### config.mk
export PLATFORM = sky130hd
export DESIGN_NAME = booth_mul_seq
export DESIGN_NICKNAME = d
export VERILOG_FILES = /design/src/rtl/mul_div_pkg.sv /design/src/rtl/booth_recoder.sv /design/src/rtl/booth_mul_seq.sv
export SDC_FILE = /design/constraint.sdc
export NUM_CORES = 1
export LEC_CHECK = 0
export ABC_AREA = 1
export BUFFER_PORTS_ARGS = -buffer_cell sky130_fd_sc_hd__buf_2
export CELL_PAD_IN_SITES_DETAIL_PLACEMENT = 1
export CELL_PAD_IN_SITES_GLOBAL_PLACEMENT = 1
export CORE_ASPECT_RATIO = 1.75
export CORE_MARGIN = 1
export CORE_UTILIZATION = 35
export CTS_BUF_LIST = sky130_fd_sc_hd__clkbuf_2 sky130_fd_sc_hd__clkbuf_4 sky130_fd_sc_hd__clkbuf_8
export CTS_CLUSTER_DIAMETER = 50
export DETAILED_ROUTE_END_ITERATION = 6
export GPL_ROUTABILITY_DRIVEN = 0
export HOLD_SLACK_MARGIN = 0.15
export PLACE_DENSITY_LB_ADDON = 0.1
export SLEW_MARGIN = 20
export SYNTH_ARGS = -nofsm -noshare
export SYNTH_HDL_FRONTEND = slang
export SYNTH_SLANG_ARGS = --single-unit
### constraint.sdc
create_clock -name clk -period 6.33 [get_ports clk]
set_input_delay 1.266 -clock clk [delete_from_list [all_inputs] [get_ports clk]]
set_output_delay 1.266 -clock clk [all_outputs]
set_load 0.05 [all_outputs]
### src/rtl/mul_div_pkg.sv
// ---------------------------------------------------------------------------
// mul_div_pkg
//   Shared types and constants for the ALU MUL/DIV path.
//   - mul_state_e : sequencing states of the iterative multiplier
//   - booth_op_e  : radix-4 Booth partial-product selection
//   - MUL_WIDTH   : default operand width
//   - booth_op_name : readable name of a Booth op, handy in debug output
// The divider is expected to move onto this package later, so keep the
// contents generic to the MUL/DIV path rather than multiplier-specific.
// ---------------------------------------------------------------------------
package mul_div_pkg;

  localparam int MUL_WIDTH = 32;

  typedef enum logic [1:0] {
    IDLE = 2'd0,
    RUN  = 2'd1,
    DONE = 2'd2
  } mul_state_e;

  // Partial-product term added to the accumulator each Booth step.
  typedef enum logic [2:0] {
    B_ZERO = 3'd0,  // +0
    B_PM   = 3'd1,  // +M
    B_P2M  = 3'd2,  // +2M
    B_NM   = 3'd3,  // -M
    B_N2M  = 3'd4   // -2M
  } booth_op_e;

  function automatic string booth_op_name(booth_op_e op);
    case (op)
      B_ZERO:  return "0";
      B_PM:    return "+M";
      B_P2M:   return "+2M";
      B_NM:    return "-M";
      B_N2M:   return "-2M";
      default: return "?";
    endcase
  endfunction

endpackage

### src/rtl/booth_recoder.sv
// ---------------------------------------------------------------------------
// booth_recoder
//   Purely combinational radix-4 Booth recoder. Looks at one overlapping
//   bit group {q[i+1], q[i], q[i-1]} and selects the partial-product term.
//
// Ports
//   group  in   3  {P[1], P[0], q_-1} of the current multiplier window
//   op     out  booth_op_e  selected term (0, +M, +2M, -M, -2M)
// ---------------------------------------------------------------------------
module booth_recoder
  import mul_div_pkg::*;
(
  input  logic [2:0] group,
  output booth_op_e  op
);

  always_comb begin
    op = B_ZERO;
    case (group)
      3'b000, 3'b111: op = B_ZERO;  // run of equal bits: nothing to add
      3'b001, 3'b010: op = B_PM;
      3'b011:         op = B_P2M;   // end of a run of ones
      3'b100:         op = B_N2M;   // start of a run of ones
      3'b101, 3'b110: op = B_NM;
      default:        op = B_ZERO;
    endcase
  end

endmodule

### src/rtl/booth_mul_seq.sv
// ---------------------------------------------------------------------------
// booth_mul_seq
//   Sequential signed WIDTH x WIDTH multiplier, radix-4 Booth recoding,
//   WIDTH/2 iterations. Companion of the non-restoring divider: the
//   2*WIDTH-bit product is returned as a HI/LO pair like the divider's Z.
//
// Ports
//   clk         in   1      system clock, rising edge
//   resetn      in   1      synchronous active-low reset
//   start       in   1      request; operands sampled when accepted
//                           (in IDLE or in the single DONE cycle)
//   M           in   WIDTH  multiplicand, two's complement
//   Q           in   WIDTH  multiplier, two's complement
//   busy        out  1      high while iterating
//   done        out  1      one-cycle pulse, product valid
//   product_hi  out  WIDTH  product[2*WIDTH-1:WIDTH]
//   product_lo  out  WIDTH  product[WIDTH-1:0]
//
// Timing: start accepted at edge 0, done high in the cycle after edge ITER,
// busy high for exactly ITER cycles in between. start while busy is ignored.
// WIDTH must be even and at least 4.
// ---------------------------------------------------------------------------
module booth_mul_seq
  import mul_div_pkg::*;
#(
  parameter int WIDTH = MUL_WIDTH
)(
  input  logic             clk,
  input  logic             resetn,
  input  logic             start,
  input  logic [WIDTH-1:0] M,
  input  logic [WIDTH-1:0] Q,
  output logic             busy,
  output logic             done,
  output logic [WIDTH-1:0] product_hi,
  output logic [WIDTH-1:0] product_lo
);

  localparam int ITER = WIDTH / 2;
  localparam int CW   = $clog2(ITER + 1);
  localparam logic [CW-1:0] LAST_CNT = CW'(ITER - 1);

  // Accumulator and multiplicand carry two extra bits: the largest term is
  // 2*|M| with M = -2^(WIDTH-1), which needs WIDTH+1 magnitude bits plus sign.
  mul_state_e       state_reg;
  logic [CW-1:0]    cnt_reg;
  logic [WIDTH+1:0] m_reg;
  logic [WIDTH+1:0] a_reg;
  logic [WIDTH-1:0] p_reg;
  logic             qm1_reg;

  booth_op_e        op;
  logic [WIDTH+1:0] term;
  logic [WIDTH+1:0] sum;
  logic [WIDTH+1:0] a_next;
  logic [WIDTH-1:0] p_next;
  logic             qm1_next;

  booth_recoder u_recoder (
    .group ({p_reg[1:0], qm1_reg}),
    .op    (op)
  );

  // One Booth step: add the selected term, then shift {A,P,q_-1} right by
  // two arithmetically. The two bits leaving A enter the top of P, and
  // P[1] becomes the new q_-1 for the next overlapping group.
  always_comb begin
    term = '0;
    case (op)
      B_ZERO: term = '0;
      B_PM:   term = m_reg;
      B_P2M:  term = m_reg << 1;
      B_NM:   term = -m_reg;
      B_N2M:  term = -(m_reg << 1);
      default: term = '0;
    endcase
    sum      = a_reg + term;
    a_next   = {{2{sum[WIDTH+1]}}, sum[WIDTH+1:2]};
    p_next   = {sum[1:0], p_reg[WIDTH-1:2]};
    qm1_next = p_reg[1];
  end

  always_ff @(posedge clk) begin
    if (!resetn) begin
      state_reg  <= IDLE;
      cnt_reg    <= '0;
      m_reg      <= '0;
      a_reg      <= '0;
      p_reg      <= '0;
      qm1_reg    <= 1'b0;
      busy       <= 1'b0;
      done       <= 1'b0;
      product_hi <= '0;
      product_lo <= '0;
    end else begin
      case (state_reg)
        // DONE accepts start exactly like IDLE so operations can run
        // back to back; the product registers are untouched here.
        IDLE, DONE: begin
          done <= 1'b0;
          if (start) begin
            m_reg     <= {{2{M[WIDTH-1]}}, M};
            a_reg     <= '0;
            p_reg     <= Q;
            qm1_reg   <= 1'b0;
            cnt_reg   <= '0;
            busy      <= 1'b1;
            state_reg <= RUN;
          end else begin
            busy      <= 1'b0;
            state_reg <= IDLE;
          end
        end

        RUN: begin
          a_reg   <= a_next;
          p_reg   <= p_next;
          qm1_reg <= qm1_next;
          cnt_reg <= cnt_reg + 1'b1;
          if (cnt_reg == LAST_CNT) begin
            // After the last step A holds the high word (its top two bits
            // are pure sign) and P holds the low word.
            product_hi <= a_next[WIDTH-1:0];
            product_lo <= p_next;
            busy       <= 1'b0;
            done       <= 1'b1;
            state_reg  <= DONE;
          end
        end

        default: begin
          busy      <= 1'b0;
          done      <= 1'b0;
          state_reg <= IDLE;
        end
      endcase
    end
  end

endmodule

==> results.txt, run 1 <==
- Ys async rst share: 0
- Initial DRC Count: between 300 and 400
* Maximum number of pins on one net before global-route repair: 79
* Leading cell types by total area after synthesis: dfxtp_1, nand2_1, o21ai_0, a21oi_1, inv_1
- The share of synthesized area in the top cell type comes to 0.344.
* Net switching component of the power: ~0.86 mW
* Simple-Gate Fraction of Synth Area: 0.272
* Kind of critical path: flip-flop to flip-flop
- Routed wire per std cell: 17.6 µm
- F_max: roughly 0.27 GHz
- Hold_sp: product_hi[0]
* P_leak: 5.38 nW
- In this design, the stage delay of the slowest critical-path cell is slightly above 400 ps.
* Die outline height: roughly 230 µm
- CTS tree: built
* RSZ-0062 raised after global routing: no
- Most frequent cell after synthesis: nand2_1
* Number of slew-limit violations in the final report: 0
* Effective utilization at floorplan: 0.357
- Die Footprint: between 20000 and 30000 µm²
- Switching share of power: 0.347
- Total of buffers placed on input and output ports: about 130
* Status: finished clean
- The most critical setup path has its startpoint at m_reg[1].
- STA puts the critical path data required time at between 6000 and 7000 ps.
- Synthesis instantiated 55 different standard cells from the library.
* Cell depth of the worst hold path: 2
- Measured against its own limit, the worst slew margin works out to 0.345.
- Reg clk slew, reported paths: ~100 ps
- The area growth from synthesis to layout is 13.6%.
- Of the cells placed in the final design, the portion with a size suffix greater than 1 is 0.155.
- The synthesized design contains around 170 register bits.
* Number of rows in the core area: approximately 80
- Hold repair after CTS inserted 0 buffers.
- Shortest period the worst path allows: roughly 3800 ps
* Clock skew: around 15 ps
* Dominant synthesized flop cell: dfxtp_1
* Leading post-synthesis cells by instance count: nand2_1, dfxtp_1, inv_1
- In this design, the largest share of critical-path delay is due to simple AND/OR/NAND/NOR gates.
- At the end of the flow, the number of nets in the layout was approximately 1700.
* Combinational cell fraction of total power: 0.205
- Cell seen most often among critical-path stages: nand2_1
* Via-to-Cell Ratio: about 5.1
- Gates resized, CTS repair: 0
* Total congestion overflow: 0
- Global-route wire length before repair: 54800 µm
- R2R cell count: 23
- Total nets after synthesis: 1579
- Setup violations remaining at the end of the flow were counted as 0.
- The HPWL after detailed placement is 25700 µm.
* Synth Warn #: 0
* Startpoint types: flip-flop
- Detailed routing inserted a total of a little over 10000 vias.
- For this run, the total global-route usage over all layers was measured as 0.246.
- The tightest min-delay check is of the flip-flop to flip-flop type.
* Mapped Area: between 10000 and 15000 µm²
* Clock latency at the later pin of the worst-skew pair: roughly 500 ps
* Accumulated negative setup slack: 0 ps
* Maximum buffer depth of the clock tree: 2
- Number of diodes: 0
- Across the run, the number of max-cap violations was 0.
* Cell-by-cell listing of the critical path: inv_1 -> ha_1 -> nand2_2 -> nor2_4 -> nand2_4 -> nor2_1 -> nand2_1 -> nor2_1 -> xor2_1 -> o22ai_1 -> nor2_1 -> o21ai_0 -> ha_1 -> nand2_1 -> nor2_1 -> nand3_1 -> nand2_1 -> nand3_1 -> nand2_1 -> nand2_1 -> nand2_1 -> a21o_1 -> inv_1
* Number of clock sinks: around 170
- The H-tree was split into 4 levels.
* CP Buf/Inv Count: 2
- Area share of fa/ha/maj cells after synthesis: 0.0482
* Setup repair bufs after CTS: 0
- After synthesis, the share of cell area in mux cells is 0.
- Power per Cell Area: between 200 and 250 nW/µm²
- Synthesized instance count: ~1500
- STA classifies the critical path endpoint as a flip-flop.
* Post-detailed-route count of antenna-violating nets: 0
- Via count of the first global-routing pass: 10507
* Largest family of logic cells by synthesized area: simple AND/OR/NAND/NOR gates
* Worst IR drop on VDD: ~170 µV
- Detailed-routing iteration count for the pre-antenna-repair pass: 4
* Avg Synthesized Cell Area: around 6.8 µm²
- Arrival @ worst endpoint: approximately 4200 ps
- Die Wd: between 100 and 150 µm
- Worst path depth: 23
- In the routed design, unresolved DRC markers number 0.
- The hold violation total from the final report was 0.
* Cell type with the largest total area after synthesis: dfxtp_1
- Aggregate routed wire length: 34600 µm
* Internal power consumption: roughly 1.6 mW
* Portion of the post-synthesis area used by sequential elements: 0.344
* Num CTS Buffers: 17
* Fill cells: 3691
* Share of the cycle needed by the critical path after routing: 0.596
- Final hold analysis gives a worst-case slack of approximately 480 ps.
- Relative contribution of sequential cells to total power: 0.475
* Initial antenna violation count: 0
* Cell chosen for the clock root: clkbuf_8
- Startpoint of the worst register-to-register path: m_reg[1]
- Fraction of synthesized cell area in xor and xnor cells: 0.0366
- Post-synthesis compound-gate area fraction: 0.211
- Of all nets on the critical path, the largest fanout is 4.
- The share of total power dissipated in the clock network is 0.321.
- For the pin with the worst max-slew slack, the measured transition is 982 ps.
- For this design, the slowest cell found on the critical path is ha_1.
- Yosys mapped a number of flops with a built-in enable equal to 0.
- Pin placement for this block handled between 100 and 150 I/O pins.
- In this run the standard cell core region covers 28100 µm².
==> path summary, 6_finish.rpt <==
kind | end | slack (ps)
worst max-delay path | product_hi[28] | 2560
worst min-delay path | product_hi[0] | 480
worst max register to register | product_hi[28] | 2560
worst min register to register | product_hi[0] | 480
==> through the flow <==
step | cells | worst slack (ps) | cell area, µm² | util | power (mW)
after global placement | 1929 | 2560 | 11000 | 0.392 | 1.70
after floorplan | 1474 | 3330 | 10000 | - | 1.54
final | 1961 | 2560 | 11400 | 0.405 | 2.47
after CTS | 1961 | 2530 | 11400 | 0.405 | 2.52
after detailed placement | 1929 | 2560 | 11000 | 0.392 | 1.71
after global routing | 1961 | 2170 | 11400 | 0.405 | 2.61
==> cell usage in the layout (no fill, tap or decap), types with 17 or more instances in the layout <==
| cell | count |
|---|---|
| nand2_1 | 347 |
| dfxtp_1 | 172 |
| inv_1 | 150 |
| nor2_1 | 146 |
| buf_2 | 132 |
| o21ai_0 | 122 |
| a21oi_1 | 116 |
| nand3_1 | 63 |
| xor2_1 | 37 |
| ha_1 | 37 |
| o21bai_1 | 28 |
| a31oi_1 | 27 |
| o22ai_1 | 23 |
| clkbuf_8 | 17 |
==> layer usage <==
layer  vias to the layer above  track usage  share of wire
met2                       163        0.462           0.53
met3                        46       0.0434          0.037
met5                         -            0              0
met1                      4834        0.267           0.41
met4                         0       0.0934          0.026
li1                       5046            -              -
==> logic make-up (layout without fill, tap and decap cells) <==
| kind of cell | after synthesis | count (layout) |
|---|---|---|
| AND/OR/NAND/NOR | 629 | 629 |
| AO/OA/AOI/OAI | 364 | 364 |
| buffers and inverters | 230 | 344 |
| flip-flops | 172 | 172 |
| XOR/XNOR | 41 | 41 |
| adder cells (fa/ha/maj) | 38 | 38 |
==> power by group through the flow <==
stage / registers [mW] / logic, mW / clock network (mW)
floorplan: 1.19 / 0.353 / 0
global placement: 1.20 / 0.505 / 0
detailed placement: 1.20 / 0.512 / 0
CTS: 1.17 / 0.514 / 0.829
global route: 1.18 / 0.565 / 0.859
finish: 1.17 / 0.507 / 0.793
==> layout make-up <==
| cell class | count | area, µm² | share of cell area |
|---|---|---|---|
| Clock buffer | 19 | 249 | 0.0219 |
| Clock inverter | 13 | 130 | 0.0114 |
| Inverter | 168 | 631 | 0.0554 |
| Multi-Input combinational cell | 1072 | 5700 | 0.501 |
| Sequential cell | 172 | 3440 | 0.303 |
| Tap cell | 373 | 467 | 0.0410 |
| Timing Repair Buffer | 144 | 751 | 0.0660 |
==> worst register-to-register path: cells and delay by family (launching register included) <==
family | cells | cell delay [ps]
adder cells (fa/ha/maj) | 2 | 630
AO/OA/AOI/OAI | 3 | 330
XOR/XNOR | 1 | 210
flip-flops | 1 | 330
buffers and inverters | 2 | 160
AND/OR/NAND/NOR | 15 | 2020
Power figures use the tool's default switching activity.
==> run 2, diff against run 1 <==
ABC_AREA = 0   (was 1)
clock period = 3.4 ns   (was 6.33 ns; I/O delays follow)
==> run 2 against run 1 <==
  * The run now ends with negative setup slack left
  * Fmax shrank 10%
  * Wire length up 14%
  * Worst setup slack lost 3300 ps
  * Largest power group unchanged
  * Highest routed layer unchanged
==> results.txt, run 2 <==
- The area of the mapped netlist was 9760 µm² (was 10000 µm²).
* Initial antenna violation count: 0 (unchanged)
- The floorplan core area is 27300 µm² (was 28100 µm²).
- Placed cell area: 12300 µm² (was 11000 µm²)
- Delay of the slowest critical-path stage: 410 ps (about the same)
- Drt drc: 0 (unchanged)
- Hold Violations, Final: 0 (unchanged)
- Worst hold slack: 393 ps (was 477 ps)
- The maximum fanout encountered on the critical timing path was 3 (was 4).
- The critical path capture point type is a flip-flop (unchanged).
- Routed wire per std cell: 19.7 µm (was 17.6 µm)
* Post-synthesis compound-gate area fraction: 0.256 (was 0.211)
- Aggregate routed wire length: 39300 µm (was 34600 µm)
* Number of rows in the core area: 80 (was 81)
- The residual overflow from global routing was 0 (unchanged).
- The worst supply voltage drop on vdd was 299 µV (was 170 µV).
* CTS H-Tree Depth: 4 (unchanged)
- Via count of the first global-routing pass: 11373 (was 10507)
- RSZ-0062 raised after global routing: yes (was no)
* Portion of the post-synthesis area used by sequential elements: 0.353 (was 0.344)
- The global-route met2 utilization was 0.500 (was 0.462).
- The slowest library cell on the worst path is or4_1 (was ha_1).
* Global-route wire length before repair: 59900 µm (was 54800 µm)
- Total area of sequential cells: 3450 µm² (was 3440 µm²)
* Post-cts hold buffer count: 0 (unchanged)
* Total nets after synthesis: 1389 (was 1579)
* Number of diodes: 0 (unchanged)
- Cell seen most often among critical-path stages: or3_4 (was nand2_1)
- The most frequent cell after synthesis was nand2_1 (unchanged).
- Register bit count reported by yosys: 172 (unchanged)
- The predominant post-synthesis flop cell is dfxtp_1 (unchanged).
- The all-layer global routing usage came to 0.269 (was 0.246).
* Synth Warn #: 0 (unchanged)
* Fill cells: 3337 (was 3691)
- CTS tree: built (unchanged)
* Effective utilization at floorplan: 0.357 (about the same)
* Clock latency at the later pin of the worst-skew pair: 510 ps (was 500 ps)
* Layout net count: 1717 (was 1680)
* Top-area cell type share of the netlist area: 0.353 (was 0.344)
- The mean number of vias per cell is 5.47 (was 5.14).
* Placed wire-length estimate after detailed placement: 26800 µm (was 25700 µm)
- The number of nets with antenna violations after routing was 0 (unchanged).
* Final design instance area without fill: 14100 µm² (was 11400 µm²)
- Shortest period the worst path allows: 4190 ps (was 3770 ps)
- The data arrival time at the worst-slack endpoint is 4650 ps (was 4180 ps).
* Grt met1 use: 0.293 (was 0.267)
- The die height was 223 µm (was 226 µm).
* Final standard cell count with taps included and fillers excluded: 1994 (was 1961)
* Ys async rst share: 0 (unchanged)
- Commonest non-fill, non-tap cell in the layout: nand2_1 (unchanged)
* Number of slew-limit violations in the final report: 0 (unchanged)
- The data required time at the worst endpoint is 3860 ps (was 6740 ps).
- Total power consumption of the routed design: 4.94 mW (was 2.47 mW)
- Num CTS Buffers: 17 (unchanged)
* Pre-CTS setup slack: -862 ps (was 2560 ps)
- The power per cell area came to 351 nW/µm² (was 218 nW/µm²).
* Top-level I/O count: 133 (unchanged)
- The cell accounting for the most synthesized area is dfxtp_1 (unchanged).
- Commonest non-fill, non-tap cells in the layout: nand2_1, buf_4, dfxtp_1, a21oi_1, buf_2 (was nand2_1, dfxtp_1, inv_1, nor2_1, buf_2).
- Actual slew at the worst max-slew pin: 854 ps (was 982 ps)
- The kind of cell with the highest combined delay on the critical path is simple AND/OR/NAND/NOR gates (unchanged).
- The area of the die was 28600 µm² (was 29300 µm²).
- Status: finished with violations (was finished clean)
- The synthesized instance count was 1284 (was 1474).
- Maximum buffer depth of the clock tree: 2 (unchanged)
- The final critical-path share of the clock period came to 1.23 (was 0.596).
- Number of flops mapped to enable cells by yosys: 0 (unchanged)
- Post-layout utilization of the core: 0.515 (was 0.405)
* Leading post-synthesis cells by instance count: nand2_1, dfxtp_1, a21oi_1 (was nand2_1, dfxtp_1, inv_1)
* Startpoint types: flip-flop (unchanged)
* Detailed-routing iteration count for the pre-antenna-repair pass: 5 (was 4)
- Leading cell types by total area after synthesis: dfxtp_1, nand2_1, a21oi_1, a22oi_1, ha_1 (was dfxtp_1, nand2_1, o21ai_0, a21oi_1, inv_1)
* Simple-Gate Fraction of Synth Area: 0.228 (was 0.272)
- The maximum clock skew at final layout was 13.3 ps (was 15.3 ps).
- Setup Viol. Count Final: 46 (was 0)
- Reg clk slew, reported paths: 100 ps (about the same)
- Kind of critical path: flip-flop to flip-flop (unchanged)
- P_leak: 5.93 nW (was 5.38 nW)
- Area share of fa/ha/maj cells after synthesis: 0.0495 (was 0.0482)
* Switching share of power: 0.332 (was 0.347)
- The share of the synthesized netlist area taken by xor and xnor gates was 0.0555 (was 0.0366).
* Met3 track demand over resource in global routing: 0.0436 (was 0.0434)
* CP Buf/Inv Count: 1 (was 2)
- Cell-by-cell listing of the critical path: nor4_4 -> nand4b_4 -> or2_4 -> or3_4 -> or3_4 -> xor2_1 -> a22oi_1 -> o22ai_1 -> ha_1 -> buf_4 -> nand4_1 -> a2111oi_4 -> nand3b_1 -> o211ai_1 -> or4_1 -> nand3_1 (was inv_1 -> ha_1 -> nand2_2 -> nor2_4 -> nand2_4 -> nor2_1 -> nand2_1 -> nor2_1 -> xor2_1 -> o22ai_1 -> nor2_1 -> o21ai_0 -> ha_1 -> nand2_1 -> nor2_1 -> nand3_1 -> nand2_1 -> nand3_1 -> nand2_1 -> nand2_1 -> nand2_1 -> a21o_1 -> inv_1)
- Total of buffers placed on input and output ports: 132 (unchanged)
- The growth of design area from synthesis to finish was 44.3% (was 13.6%).
- The fraction of final layout cells with drive strength greater than 1 came to 0.375 (was 0.155).
- Multiplexer share of the synthesized area: 0.0135 (was 0)
* Max_cap viols: 0 (unchanged)
- The clock group share of total power was 0.316 (was 0.321).
- F_max: 0.239 GHz (was 0.265 GHz)
* Relative contribution of sequential cells to total power: 0.433 (was 0.475)
- The class of the tightest hold or removal check is primary input to flip-flop (was flip-flop to flip-flop).
* Cell chosen for the clock root: clkbuf_8 (unchanged)
* Busiest layer in global routing: met2 (unchanged)
- The combinational share of power was 0.251 (was 0.205).
* Internal power consumption: 3.30 mW (was 1.61 mW)
- The largest family of logic cells by synthesized area was compound AO/OA/AOI/OAI gates (was simple AND/OR/NAND/NOR gates).
- Maximum number of pins on one net before global-route repair: 59 (was 79)
* Die Wd: 128 µm (was 130 µm)
- The cell count after placement was 1915 (was 1929).
- Avg Synthesized Cell Area: 7.60 µm² (was 6.79 µm²)
* Violations in the final reports: negative setup slack
- Initial DRC Count: 449 (was 309)
- Net switching component of the power: 1.64 mW (was 0.860 mW)
- The headroom to the max-slew limit was 0.430 (was 0.345).
- The count of unique library cells instantiated by Yosys was 75 (was 55).
* Multi-input gate area in the final layout: 6860 µm² (was 5700 µm²)
- Total via count in the routed design: 10901 (was 10089)
- The final worst-path setup slack was -789 ps (was 2560 ps).
- Number of clock sinks: 172 (unchanged)
- The setup TNS after final layout came to -20770 ps (was 0 ps).
==> run 2: cell types whose count changed in the layout (fill, tap and decap cells not counted), moves of 55 or more <==
cell / previous run / this run
buf_4: 12 / 245
inv_1: 150 / 8
nand2_1: 347 / 253
o21ai_0: 122 / 31
nor2_1: 146 / 69
a22oi_1: 0 / 55
==> run 2: metal layers <==
| metal | wire (µm) | up-vias |
|---|---|---|
| li1 | - | 5208 |
| met1 | 15400 | 5405 |
| met2 | 21100 | 210 |
| met3 | 1160 | 78 |
| met4 | 1590 | 0 |
| met5 | 0 | - |
==> run 2: timing repair <==
action                     CTS  global route
setup buffers               36            18
setup endpoints to repair   50            52
gates resized for setup    152            72
pin swaps                   96            64
==> run 2: logic make-up after synthesis <==
| family | count (synthesis) |
|---|---|
| compound gates | 403 |
| xor+xnor | 61 |
| fa+ha+maj | 38 |
| buf+inv | 111 |
| flops | 172 |
| mux | 13 |
| simple gates | 486 |
==> run 2: worst paths after layout <==
| path | startpoint | end | slack [ps] | cells past startpoint |
|---|---|---|---|---|
| worst min register to register | a_reg[26] | a_reg[26] | 450 | 2 |
| worst min-delay path | M[14] | m_reg[14] | 390 | 3 |
| worst max register to register | m_reg[14] | product_hi[28] | -790 | 16 |
| worst max-delay path | m_reg[14] | product_hi[28] | -790 | 16 |
==> run 2: cell type report <==
type | instances | share of cell area
inverters | 13 | 0.00364
flip-flops and latches | 172 | 0.245
clock buffers | 18 | 0.0172
well taps | 369 | 0.0328
clock inverters | 14 | 0.0112
multi-input cells | 1001 | 0.487
repair buffers | 407 | 0.203
==> run 2: power groups by stage <==
stage	clock network (mW)	registers [mW]	logic, mW
after floorplan	0	2.17	0.563
after global placement	0	2.18	1.03
after detailed placement	0	2.18	1.04
after CTS	1.62	2.14	1.16
after global routing	1.67	2.15	1.33
final	1.56	2.14	1.24
==> run 2: worst min-delay path, delay by kind of cell <==
kind,cells,cell delay (ps)
buffers and inverters,1,90
AND/OR/NAND/NOR,1,50
AO/OA/AOI/OAI,1,50
